**config.mk**
```make
export PLATFORM = sky130hd
export DESIGN_NAME = serial_adder_seq
export DESIGN_NICKNAME = d
export VERILOG_FILES = /design/src/rtl/serial_adder_seq.sv
export SDC_FILE = /design/constraint.sdc
export NUM_CORES = 1
export LEC_CHECK = 0
export CORE_MARGIN = 5
export CORE_UTILIZATION = 25
export CTS_BUF_LIST = sky130_fd_sc_hd__clkbuf_16
export CTS_CLUSTER_DIAMETER = 100
export DETAILED_ROUTE_END_ITERATION = 6
export SLEW_MARGIN = 20
export SYNTH_ARGS = -nofsm -noshare
export SYNTH_HDL_FRONTEND = slang
export SYNTH_SLANG_ARGS = --single-unit
```
**constraint.sdc**
```tcl
create_clock -name clk -period 3.45 [get_ports clk]
set_clock_uncertainty 0.05 [all_clocks]
set_input_delay 0.345 -clock clk [delete_from_list [all_inputs] [get_ports clk]]
set_output_delay 0.345 -clock clk [all_outputs]
set_load 0.01 [all_outputs]
```
**src/rtl/serial_adder_seq.sv**
```systemverilog
// Bit-serial addition sequencer.
// Time-shares one external single-bit full adder to add two WIDTH-bit
// operands, one bit position per cycle, LSB first. The final sum and carry
// are captured into holding registers when the last bit is added, so the
// visible result changes only at a done pulse (or at reset).
module serial_adder_seq #(
  parameter int WIDTH = 8
) (
  input  logic             clk,
  input  logic             rst_n,
  input  logic             start,
  input  logic [WIDTH-1:0] a,
  input  logic [WIDTH-1:0] b,
  input  logic             cin,
  output logic             ready,
  output logic             busy,
  output logic             done,
  output logic [WIDTH-1:0] sum,
  output logic             cout,
  output logic             fa_x,
  output logic             fa_y,
  output logic             fa_cin,
  input  logic             fa_s,
  input  logic             fa_cout
);

  localparam int CW = $clog2(WIDTH) + 1;

  typedef enum logic [1:0] {
    S_IDLE = 2'b00,
    S_RUN  = 2'b01,
    S_DONE = 2'b10
  } state_t;

  state_t           state_q,  state_d;
  logic [WIDTH-1:0] a_sh_q,   a_sh_d;
  logic [WIDTH-1:0] b_sh_q,   b_sh_d;
  logic [WIDTH-1:0] res_q,    res_d;
  logic             carry_q,  carry_d;
  logic [CW-1:0]    cnt_q,    cnt_d;
  logic [WIDTH-1:0] sum_q,    sum_d;
  logic             cout_q,   cout_d;

  // Next-state and datapath: load on accepted start, shift one bit per RUN cycle.
  always_comb begin
    state_d = state_q;
    a_sh_d  = a_sh_q;
    b_sh_d  = b_sh_q;
    res_d   = res_q;
    carry_d = carry_q;
    cnt_d   = cnt_q;
    sum_d   = sum_q;
    cout_d  = cout_q;
    case (state_q)
      S_IDLE, S_DONE: begin
        if (start) begin
          state_d = S_RUN;
          a_sh_d  = a;
          b_sh_d  = b;
          carry_d = cin;
          cnt_d   = {CW{1'b0}};
          res_d   = {WIDTH{1'b0}};
        end else begin
          state_d = S_IDLE;
        end
      end
      S_RUN: begin
        a_sh_d  = {1'b0, a_sh_q[WIDTH-1:1]};
        b_sh_d  = {1'b0, b_sh_q[WIDTH-1:1]};
        carry_d = fa_cout;
        res_d   = {fa_s, res_q[WIDTH-1:1]};
        cnt_d   = cnt_q + {{(CW-1){1'b0}}, 1'b1};
        if (cnt_q == CW'(WIDTH - 1)) begin
          // Last bit: publish the completed result for the DONE cycle.
          state_d = S_DONE;
          sum_d   = {fa_s, res_q[WIDTH-1:1]};
          cout_d  = fa_cout;
        end else begin
          state_d = S_RUN;
        end
      end
      default: begin
        state_d = S_IDLE;
      end
    endcase
  end

  // State and datapath registers; reset discards any operation in flight.
  always_ff @(posedge clk or negedge rst_n) begin
    if (!rst_n) begin
      state_q <= S_IDLE;
      a_sh_q  <= {WIDTH{1'b0}};
      b_sh_q  <= {WIDTH{1'b0}};
      res_q   <= {WIDTH{1'b0}};
      carry_q <= 1'b0;
      cnt_q   <= {CW{1'b0}};
      sum_q   <= {WIDTH{1'b0}};
      cout_q  <= 1'b0;
    end else begin
      state_q <= state_d;
      a_sh_q  <= a_sh_d;
      b_sh_q  <= b_sh_d;
      res_q   <= res_d;
      carry_q <= carry_d;
      cnt_q   <= cnt_d;
      sum_q   <= sum_d;
      cout_q  <= cout_d;
    end
  end

  // Status and full-adder drive decoded directly from registered state.
  always_comb begin
    ready  = (state_q == S_IDLE) || (state_q == S_DONE);
    busy   = (state_q == S_RUN);
    done   = (state_q == S_DONE);
    sum    = sum_q;
    cout   = cout_q;
    fa_x   = busy & a_sh_q[0];
    fa_y   = busy & b_sh_q[0];
    fa_cin = busy & carry_q;
  end

endmodule
```
Word level (Yosys, flattened, before mapping)
Index checks and enable logic that the tools add are counted.
Widths: inputs -> output; s select.
- register bits: 40
- input port bits: 22
- output and inout port bits: 15
- add/sub/neg operators: 1
- equality and inequality tests: 4
- multiplexer cells: 13
- bitwise gates (word level): 3
- reduce and logical (&&, ||, !) cells: 6
- operator list (operator ; count):
    $pmux 8 s2 ; 3
    $mux 8 ; 3
    $pmux 4 s2 ; 1
    $add 4x1->4 const B ; 1
    $eq 4x3->1 const B ; 1
    $mux 4 ; 1
    $pmux 2 s2 ; 1
    $reduce_and 2->1 ; 2
    $and 1x1->1 ; 3
    $eq 2x1->1 const B ; 1
    $eq 2x2->1 const B ; 1
    $logic_not 2->1 ; 1
    $mux 1 ; 2
    $mux 2 ; 1
    $ne 2x2->1 const B ; 1
    $pmux 1 s2 ; 1
    $reduce_bool 2->1 ; 1
    $reduce_or 2->1 ; 1
    $logic_or 1x1->1 ; 1

Logic depth before layout (Yosys ltp)
- depth in word-level cells: 4
- depth in mapped cells: 5
- mapped depth without buffers: 4

Worst setup path after synthesis
No wires, ideal clock.
- path type: reg2out
- from: reg state_q[1]
- to: out fa_cin
- arrival time: 1.171 ns
- required time: 3.055 ns
- slack: 1.884 ns
- stages on the path, launching flop included: 5
- path buffers: 2
- cell sequence: dfrtp_1 > nor2b_1 > buf_2 > clkbuf_1 > and2_1
- word-level cells in the longest chain between the ends: 2
- ends and longest elaborated chain (item ; RTL line ; text):
    from (decl) ; 35 ; state_t state_q, state_d;
    from (signal assigned) ; 100 ; state_q <= state_d;
    $eq 2x1->1 ; 114 ; busy = (state_q == S_RUN);
    net busy ; 16 ; output logic busy,
    $and 1x1->1 ; 120 ; fa_cin = busy & carry_q;
    to (decl) ; 22 ; output logic fa_cin,
The timed path passes the listed nets, and every way through them passes these cells.

Worst setup path in the final report
- from: reg state_q[0]
- to: out fa_cin
- word-level cells in the longest chain between the ends: 2
- ends and longest elaborated chain (item ; RTL line):
    $eq 2x1->1 ; 114
    $and 1x1->1 ; 120
Every way passes these cells.

==> reports/metrics.cfg <==
[critical_path]
cp.required_ns=3.05
r2r_start=state_q[0]
crit_path_start=state_q[0]
cp-end-kind=primary output
critPathLaunchType=flop
path_max_fanout=25
worstPathArrival_ns=1.89
setup.worst_path.class=flop to primary output

[clocking]
clk_pin_slew_ns=0.06
cts_setup_buffers=0
cts_buffer_depth=2
cts-resized-gates=0
clock_latency_ns=0.27
cts_inserted_buffers=5
cts_sinks=39
root_buffer=clkbuf_16
cts_tree=yes
htreeDepth=2
cts_hold_buf=0

[sta]
rsz0062_at_grt=no
worstMarginPinSlew_ns=0.980
max_freq_ghz=0.438
finalCritPeriodShare=0.662
tns_ns=0
relSlewSlack=0.346
hold_viol=0
drv_slew=0
fin_crit_ns=2.28
setup_viol=0

[finish]
fin_cells=234
layout-area-overhead-vs-synth_pct=36.2
final_common_cell=dfrtp_1
fill_cells=644
final_area_mm2=0.00219
final_cell_mix=dfrtp_1, clkdlybuf4s50_1, a22o_1
layout.nets=179
layout-drive-gt1-share=0.153
n_antenna_cell=0

[place]
dp_hpwl_mm=2.26
routabilityCongestion=0.673
io_buffer_count=36
dpl_cell_area_mm2=0.00204
dp.cells=226

[synth]
synth_seq_cells=39
synthArstFlopShare=1.00
seq_area_frac_synth=0.608
synth_cell_types=20
synthesis.area_mm2=0.00161
synth_flop_cell=dfrtp_1
syn_nets=141
synth_edf_count=0
synth.avg_cell_area_um2=13.6
syn_inst=118
yosysWarnings=0

[die]
die_h_um=90.1
die_x_um=90.1
core_area_mm2=0.00631
start_util=0.254
dieArea_mm2=0.00812
io-pin-count=37
row_count=29

[global_route]
grt_pass1_vias=1215
grt_max_degree=40
gr-usage-all-layers=0.0905
grt_antenna_before_repair=0
grt_remaining_overflow=0
grt_pass1_wl_mm=6.01

[route]
antenna_left=0
num_vias=1090
finalWirelength_mm=3.40
drc=0
drtIter0Drc=91
wl_per_cell_um=14.5
firstDrtPassIters=4
via_per_inst=4.66

[run]
drv_cap=0

[power_and_ir_drop]
p_leak_uw=0.00105
power_density_mw_per_mm2=910
vdd_ir_drop_max_mv=0.439

[worst_hold_path]
hp-class=primary input to async pin

[status]
outcome=finished clean

==> stage by stage <==
stage | setup slack, ns | power (µW) | utilization | hold WS, ns
2_1_floorplan | 1.88 | 1270 | - | -0.000591
3_3_place_gp | 1.17 | 1540 | 0.324 | 0.406
3_5_place_dp | 1.17 | 1560 | 0.324 | 0.408
4_1_cts | 1.16 | 2020 | 0.346 | 0.172
5_1_grt | 1.05 | 2140 | 0.346 | 0.215
6_report | 1.17 | 1990 | 0.346 | 0.127
==> worst max-delay path, cell delays in order (launching register included) <==
cell and delay [ns]:
dfrtp_1 0.42, nor2b_2 0.19, buf_4 0.29, and2_1 0.17, clkdlybuf4s50_1 0.54
==> area by class of cell <==
class | instances | area [µm²] | share of cell area
clock buffers | 5 | 125 | 0.0572
clock inverters | 3 | 16.3 | 0.00744
inverters | 1 | 3.75 | 0.00172
multi-input cells | 70 | 591 | 0.270
flip-flops and latches | 39 | 976 | 0.446
well taps | 77 | 96.3 | 0.0441
repair buffers | 39 | 378 | 0.173
==> Yosys cell counts, types with 2 or more instances <==
master / number / area, µm²
and2_1: 3 / 18.8
mux2i_1: 2 / 20.0
a21o_1: 15 / 113
mux2_2: 9 / 101
a22o_1: 26 / 228
clkbuf_1: 2 / 7.51
buf_2: 6 / 30.0
dfrtp_1: 39 / 976
nor2b_1: 3 / 18.8
nand2_1: 3 / 11.3
==> worst paths after layout <==
kind                       slack [ns]   endpoint  cells after the start
setup / recovery                 1.17     fa_cin                      4
hold / removal                   0.13  b_sh_q[4]                      1
setup reg to reg                 1.47   res_q[3]                      4
hold reg to reg                  0.42  a_sh_q[0]                      1
max in group asynchronous        2.69  b_sh_q[0]                      1
min in group clk                 0.42  a_sh_q[0]                      1
==> kinds of logic after synthesis <==
kind of cell             synth area share
AO/OA/AOI/OAI                       0.215
flip-flops                          0.608
AND/OR/NAND/NOR                    0.0624
multiplexers                       0.0756
buffers and inverters              0.0257
XOR/XNOR                          0.00546
adder cells (fa/ha/maj)           0.00779
==> flip-flops by register name, summed over array words and instances, names as in the netlist <==
register	count
res_q	7
cnt_q	4
a_sh_q	8
b_sh_q	8
state_q	2
cout	1
carry_q	1
sum	8
==> where the power goes <==
part           switching (µW)  internal [µW]
registers                 124            655
logic                     330            440
clock network             176            264
total                     630           1360
==> metal layers <==
| layer | vias to the layer above | GRT usage | routed length (µm) |
|---|---|---|---|
| met3 | 2 | 0.0292 | 155 |
| li1 | 519 | - | - |
| met2 | 25 | 0.137 | 1630 |
| met4 | 0 | 0.0335 | 21 |
| met5 | - | 0 | 0 |
| met1 | 544 | 0.120 | 1600 |
No activity file was read; power rests on OpenSTA's default activity.
